**config.mk**
```make
export PLATFORM = sky130hd
export DESIGN_NAME = tiny16_intc
export DESIGN_NICKNAME = d
export VERILOG_FILES = /design/src/rtl/tiny16_intc_pkg.sv /design/src/rtl/tiny16_prio_enc.sv /design/src/rtl/tiny16_intc.sv
export SDC_FILE = /design/constraint.sdc
export NUM_CORES = 1
export LEC_CHECK = 0
export CAP_MARGIN = 10
export CELL_PAD_IN_SITES_DETAIL_PLACEMENT = 0
export CELL_PAD_IN_SITES_GLOBAL_PLACEMENT = 2
export CORE_ASPECT_RATIO = 0.75
export CORE_MARGIN = 2
export CORE_UTILIZATION = 45
export CTS_CLUSTER_DIAMETER = 30
export DETAILED_ROUTE_END_ITERATION = 12
export DONT_BUFFER_PORTS = 1
export GPL_TIMING_DRIVEN = 0
export HOLD_SLACK_MARGIN = 0.03
export MAX_ROUTING_LAYER = met4
export PLACE_DENSITY_LB_ADDON = 0.1
export REMOVE_ABC_BUFFERS = 1
export SYNTH_ARGS = -nofsm -noshare
export SYNTH_HDL_FRONTEND = slang
export SYNTH_SLANG_ARGS = --single-unit
```
**constraint.sdc**
```tcl
create_clock -name clk -period 5.35 [get_ports clk]
set_clock_uncertainty 0.05 [all_clocks]
set_input_delay 0.8025 -clock clk [delete_from_list [all_inputs] [get_ports clk]]
set_output_delay 0.8025 -clock clk [all_outputs]
set_load 0.01 [all_outputs]
```
**src/rtl/tiny16_intc_pkg.sv**
```systemverilog
// tiny16_intc shared definitions: config register map and controller states.
package tiny16_intc_pkg;

  localparam logic [1:0] REG_ENABLE     = 2'd0;
  localparam logic [1:0] REG_MODE       = 2'd1;
  localparam logic [1:0] REG_PENDING    = 2'd2;
  localparam logic [1:0] REG_IN_SERVICE = 2'd3;

  typedef enum logic {
    IDLE = 1'b0,
    REQ  = 1'b1
  } intc_state_t;

endpackage

```
**src/rtl/tiny16_prio_enc.sv**
```systemverilog
// Lowest-index-set-bit encoder with a valid flag; index 0 has highest priority.
module tiny16_prio_enc #(
  parameter int WIDTH = 8
) (
  input  logic [WIDTH-1:0]         req,
  output logic [$clog2(WIDTH)-1:0] idx,
  output logic                     valid
);

  localparam int IDX_W = $clog2(WIDTH);

  // Scan from the top down so the lowest set bit is the last one assigned.
  always_comb begin
    idx   = '0;
    valid = 1'b0;
    for (int i = WIDTH - 1; i >= 0; i--) begin
      if (req[i]) begin
        idx   = IDX_W'(i);
        valid = 1'b1;
      end
    end
  end

endmodule

```
**src/rtl/tiny16_intc.sv**
```systemverilog
// tiny16_intc: prioritised vectored interrupt controller with edge/level
// channels, bounded nesting with preemption and a req/ack/EOI handshake.
module tiny16_intc
  import tiny16_intc_pkg::*;
#(
  parameter int                    CHANNELS     = 8,
  parameter int                    VECTOR_WIDTH = 16,
  parameter logic [VECTOR_WIDTH-1:0] VECTOR_BASE = 16'h0000,
  parameter int                    VECTOR_SHIFT = 2,
  parameter int                    MAX_NEST     = 4
) (
  input  logic                    clk,
  input  logic                    reset,
  input  logic [CHANNELS-1:0]     irq_in,
  output logic                    irq_req,
  output logic [VECTOR_WIDTH-1:0] irq_vector,
  input  logic                    irq_ack,
  input  logic                    eoi,
  output logic                    irq_active,
  input  logic                    cfg_we,
  input  logic [1:0]              cfg_addr,
  input  logic [CHANNELS-1:0]     cfg_wdata,
  output logic [CHANNELS-1:0]     cfg_rdata
);

  localparam int IDX_W = $clog2(CHANNELS);
  localparam int CNT_W = $clog2(CHANNELS + 1);
  localparam logic [CHANNELS-1:0] ONE = CHANNELS'(1);

  logic [CHANNELS-1:0] s1, s2, s3;
  logic [CHANNELS-1:0] enable_q, mode_q, pend_q, isv_q;
  logic [CHANNELS-1:0] pend_d, isv_d, pending, edge_set;
  logic [CHANNELS-1:0] below_mask, eligible, ack_mask, eoi_mask, w1c_mask;
  logic [CNT_W-1:0]    isv_count;
  logic                nest_full;
  logic [IDX_W-1:0]    win_idx, low_idx;
  logic                win_valid, low_valid;
  logic                ack_take;

  intc_state_t             state_q, state_d;
  logic [IDX_W-1:0]        chan_q, chan_d;
  logic [VECTOR_WIDTH-1:0] vector_q, vector_d;

  // Winner among eligible channels.
  tiny16_prio_enc #(.WIDTH(CHANNELS)) u_win_enc (
    .req   (eligible),
    .idx   (win_idx),
    .valid (win_valid)
  );

  // Lowest in-service channel: sets the preemption threshold and is what eoi retires.
  tiny16_prio_enc #(.WIDTH(CHANNELS)) u_isv_enc (
    .req   (isv_q),
    .idx   (low_idx),
    .valid (low_valid)
  );

  // Two-flop synchroniser plus a delay stage for rising-edge detection.
  always_ff @(posedge clk or posedge reset) begin
    if (reset) begin
      s1 <= '0;
      s2 <= '0;
      s3 <= '0;
    end else begin
      s1 <= irq_in;
      s2 <= s1;
      s3 <= s2;
    end
  end

  // Pending view, eligibility and the nesting limit, all from current register values.
  always_comb begin
    edge_set   = mode_q & s2 & ~s3;
    pending    = (mode_q & pend_q) | (~mode_q & s2);
    below_mask = low_valid ? ((ONE << low_idx) - ONE) : '1;
    isv_count  = '0;
    for (int i = 0; i < CHANNELS; i++) begin
      isv_count = isv_count + CNT_W'(isv_q[i]);
    end
    nest_full = (isv_count >= CNT_W'(MAX_NEST));
    eligible  = nest_full ? '0 : (pending & enable_q & below_mask);
  end

  // Next values for latched edges and in-service bits; a new edge beats any clear,
  // and eoi retires from the old in-service set before the acked bit is added.
  always_comb begin
    ack_take = (state_q == REQ) && irq_ack;
    ack_mask = ack_take ? (ONE << chan_q) : '0;
    eoi_mask = (eoi && low_valid) ? (ONE << low_idx) : '0;
    w1c_mask = (cfg_we && (cfg_addr == REG_PENDING)) ? cfg_wdata : '0;
    pend_d   = ((pend_q & ~(ack_mask | w1c_mask)) | edge_set) & mode_q;
    isv_d    = (isv_q & ~eoi_mask) | ack_mask;
  end

  // Configuration, pending and in-service registers.
  always_ff @(posedge clk or posedge reset) begin
    if (reset) begin
      enable_q <= '0;
      mode_q   <= '0;
      pend_q   <= '0;
      isv_q    <= '0;
    end else begin
      if (cfg_we && (cfg_addr == REG_ENABLE)) begin
        enable_q <= cfg_wdata;
      end
      if (cfg_we && (cfg_addr == REG_MODE)) begin
        mode_q <= cfg_wdata;
      end
      pend_q <= pend_d;
      isv_q  <= isv_d;
    end
  end

  // Request FSM: latch winner and vector in IDLE, hold them in REQ until acked.
  always_comb begin
    state_d  = state_q;
    chan_d   = chan_q;
    vector_d = vector_q;
    case (state_q)
      IDLE: begin
        if (win_valid) begin
          state_d  = REQ;
          chan_d   = win_idx;
          vector_d = VECTOR_BASE + (VECTOR_WIDTH'(win_idx) << VECTOR_SHIFT);
        end
      end
      REQ: begin
        if (irq_ack) begin
          state_d = IDLE;
        end
      end
      default: state_d = IDLE;
    endcase
  end

  // FSM state, latched channel and vector registers.
  always_ff @(posedge clk or posedge reset) begin
    if (reset) begin
      state_q  <= IDLE;
      chan_q   <= '0;
      vector_q <= VECTOR_BASE;
    end else begin
      state_q  <= state_d;
      chan_q   <= chan_d;
      vector_q <= vector_d;
    end
  end

  // Zero-latency config readback.
  always_comb begin
    cfg_rdata = '0;
    case (cfg_addr)
      REG_ENABLE:     cfg_rdata = enable_q;
      REG_MODE:       cfg_rdata = mode_q;
      REG_PENDING:    cfg_rdata = pending;
      REG_IN_SERVICE: cfg_rdata = isv_q;
      default:        cfg_rdata = '0;
    endcase
  end

  assign irq_req    = (state_q == REQ);
  assign irq_vector = vector_q;
  assign irq_active = |isv_q;

endmodule

```
==> insert_results.sql <==
INSERT INTO impl_metrics (metric_group, metric, value, unit) VALUES
('power_and_ir_drop', 'p_total', '0.00166', 'W'),
('sta', 'clock.fmax', '0.250', 'GHz'),
('place', 'numPortBuffers', '0', ''),
('sta', 'finalCritPeriodShare', '74.8', '%'),
('clock_network', 'clk_pin_slew_worst_paths', '0.07', 'ns'),
('finish', 'post_route_cells_drive_above_1_share', '23.3', '%'),
('sta', 'setup_viol', '0', ''),
('critical_path', 'rrSetupSlack', '1.35', 'ns'),
('floorplan', 'rows', '25', ''),
('clock_network', 'clock_latency', '0.34', 'ns'),
('yosys', 'post_synth_main_area_contributors', 'dfrtp_1 50%, mux2_2 8.9%, mux4_2 5.2%', ''),
('yosys', 'synth.ff_latch_count', '60', ''),
('hold_path', 'hold_path.class', 'reg -> reg', ''),
('finish', 'fin_nets', '288', ''),
('place', 'number_of_cells_after_detailed_placement', '328', ''),
('floorplan', 'die_area', '7390', 'µm²'),
('finish', 'syn_to_final_growth', '7.75', '%'),
('sta', 'drv_slew', '0', ''),
('yosys', 'syn_avg_cell_area', '11.9', 'µm²'),
('clock_network', 'number_of_buffers_inserted_by_hold_repair_at_cts', '0', ''),
('floorplan', 'pin_count', '49', ''),
('finish', 'stdcell_count', '343', ''),
('drt', 'wl_per_cell', '19.4', 'µm'),
('sta', 'totalNegativeSetupSlack', '0', 'ns'),
('floorplan', 'die-width', '98.6', 'µm'),
('power_and_ir_drop', 'leakage_power', '1.44', 'nW'),
('clock_network', 'tritoncts_buffers', '9', ''),
('yosys', 'number_of_synthesis_warnings', '0', ''),
('yosys', 'ys_async_sr_fraction', '100', '%'),
('clock_network', 'cts_resized', '0', ''),
('yosys', 'synth_top_area_share', '49.7', '%'),
('critical_path', 'crit_type', 'reg -> reg', ''),
('yosys', 'post-synth-top-count-cell', 'dfrtp_1', ''),
('yosys', 'yosysTopAreaCell', 'dfrtp_1', ''),
('drt', 'detailedRoute.firstPassIterationCount', '4', ''),
('grt', 'grt_pass1_wl', '10400', 'µm'),
('floorplan', 'dieHeight', '75.0', 'µm'),
('finish', 'register_area', '1500', 'µm²'),
('critical_path', 'ff2ff_path_depth', '12', ''),
('run', 'maxCapViolations', '0', ''),
('finish', 'fillers', '555', ''),
('yosys', 'synth-edff-count', '0', ''),
('critical_path', 'reg2reg_from', 'isv_q[0]', ''),
('finish', 'multi_input_area', '1350', 'µm²'),
('power_and_ir_drop', 'power_density', '509', 'nW/µm²'),
('place', 'post_dp_cell_area', '3040', 'µm²'),
('clock_network', 'cts_root_buffer', 'clkbuf_8', ''),
('critical_path', 'critPathMaxFanout', '11', ''),
('power_and_ir_drop', 'worst_ir_drop_vdd', '0.219', 'mV'),
('clock_network', 'cts-root-to-sink-buffers', '2', ''),
('grt', 'grt_remaining_overflow', '0', ''),
('finish', 'antenna_cells_inserted', '0', ''),
('hold_path', 'hold-path-endpoint', 's2[3]', ''),
('drt', 'drt_iter0_drc', '130', ''),
('grt', 'grt_start_max_net_pins', '35', ''),
('hold_path', 'min_delay_path_depth', '0', ''),
('critical_path', 'crit_arrival', '4.18', 'ns'),
('yosys', 'netlist_area', '3020', 'µm²'),
('yosys', 'sequential_to_total_area_share_from_yosys_stat', '49.7', '%'),
('run_status', 'run_status', 'finished, final reports clean', ''),
('drt', 'detail_route.drc_violations', '0', ''),
('clock_network', 'clock_tree_from_tritoncts', 'built', ''),
('critical_path', 'cp.required', '5.53', 'ns'),
('yosys', 'syn_inst', '254', ''),
('drt', 'final_routed_wirelength_across_all_metal_layers', '6640', 'µm'),
('yosys', 'synth.distinct_cells', '47', ''),
('critical_path', 'critical_path.reg2reg.endpoint', 'chan_q[0]', ''),
('finish', 'postLayoutCellArea', '3250', 'µm²'),
('clock_network', 'htree_num_levels', '3', ''),
('grt', 'grt_use_total', '20.2', '%'),
('critical_path', 'crit_path_end_kind', 'register', '');
[sequential cells by signal, indices dropped and copies added (netlist names)]
name / flops
s3: 8
chan_q: 3
mode_q: 8
pend_q: 8
s1: 8
irq_req: 1
isv_q: 8
enable_q: 8
s2: 8
[worst max path at each step]
stage	slack [ns]	cells past startpoint	startpoint	endpoint
2_1_floorplan	1.84	12	isv_q[0]	chan_q[0]
3_3_place_gp	1.36	12	isv_q[0]	chan_q[0]
3_5_place_dp	1.40	12	isv_q[0]	chan_q[0]
4_1_cts	1.38	12	isv_q[0]	chan_q[0]
5_1_grt	1.13	12	isv_q[0]	chan_q[0]
6_report	1.35	12	isv_q[0]	chan_q[0]
[worst max-delay path: stages, from the launching register on]
cell	delay (ns)
dfrtp_1	0.55
fa_1	0.59
inv_1	0.05
fa_1	0.49
fa_1	0.16
inv_1	0.04
ha_1	0.16
nor2_1	0.33
nand2_1	0.32
o31ai_2	0.43
o21ba_4	0.22
a21oi_2	0.18
mux2_4	0.31
[stage by stage]
| stage | utilization [%] | hold WS (ns) | worst slack (ns) |
|---|---|---|---|
| final | 50.8 | 0.300 | 1.35 |
| after global routing | 50.8 | 0.307 | 1.13 |
| after CTS | 50.8 | 0.304 | 1.38 |
| after detailed placement | 47.5 | 0.289 | 1.40 |
| after global placement | 47.2 | 0.282 | 1.36 |
| after floorplan | - | 0.281 | 1.84 |
[cells in the final DEF, fill, tap and decap left out, drive strengths merged, types with 3 or more instances in the layout]
cell type,synthesis,final
clkbuf,4,12
mux4,8,8
o21ai,6,6
dfrtp,60,60
nand3,9,9
mux2,25,25
a32oi,8,8
fa,3,3
inv,18,18
nand2,29,29
nor2,8,8
a211oi,3,3
ha,4,4
nor2b,11,11
nor3,4,4
conb,1,13
a21oi,5,5
nor4,5,5
[routing by layer]
metal / track usage [%] / share of wire (%)
met4: 5.02 / 1.1
met5: - / 0
met1: 29.3 / 52
met3: 6.78 / 5.1
met2: 27.1 / 42
[logic make-up (layout without fill, tap and decap cells)]
family / Yosys count / count (layout) / share of synthesized area (%)
and+or+nand+nor: 77 / 77 / 13.9
DFF: 60 / 60 / 49.7
AOI/OAI and AO/OA: 38 / 38 / 10.1
buffers and inverters: 38 / 34 / 6.96
muxes: 33 / 33 / 15.5
adders and majority gates: 7 / 7 / 3.65
other: 1 / 13 / 0.124
[cell type report]
cell class	count	area share (%)
Inverter	18	2.08
Clock inverter	3	1.38
Sequential cell	60	46.1
Timing Repair Buffer	1	0.615
Tap cell	81	3.11
Multi-Input combinational cell	168	41.6
Clock buffer	12	5.07
[power by group]
part           switching [W]  internal [W]
clock network       0.000181      0.000251
registers           0.000115      0.000525
logic               0.000313      0.000271
total               0.000608       0.00105
(Power assumes the default switching activity.)
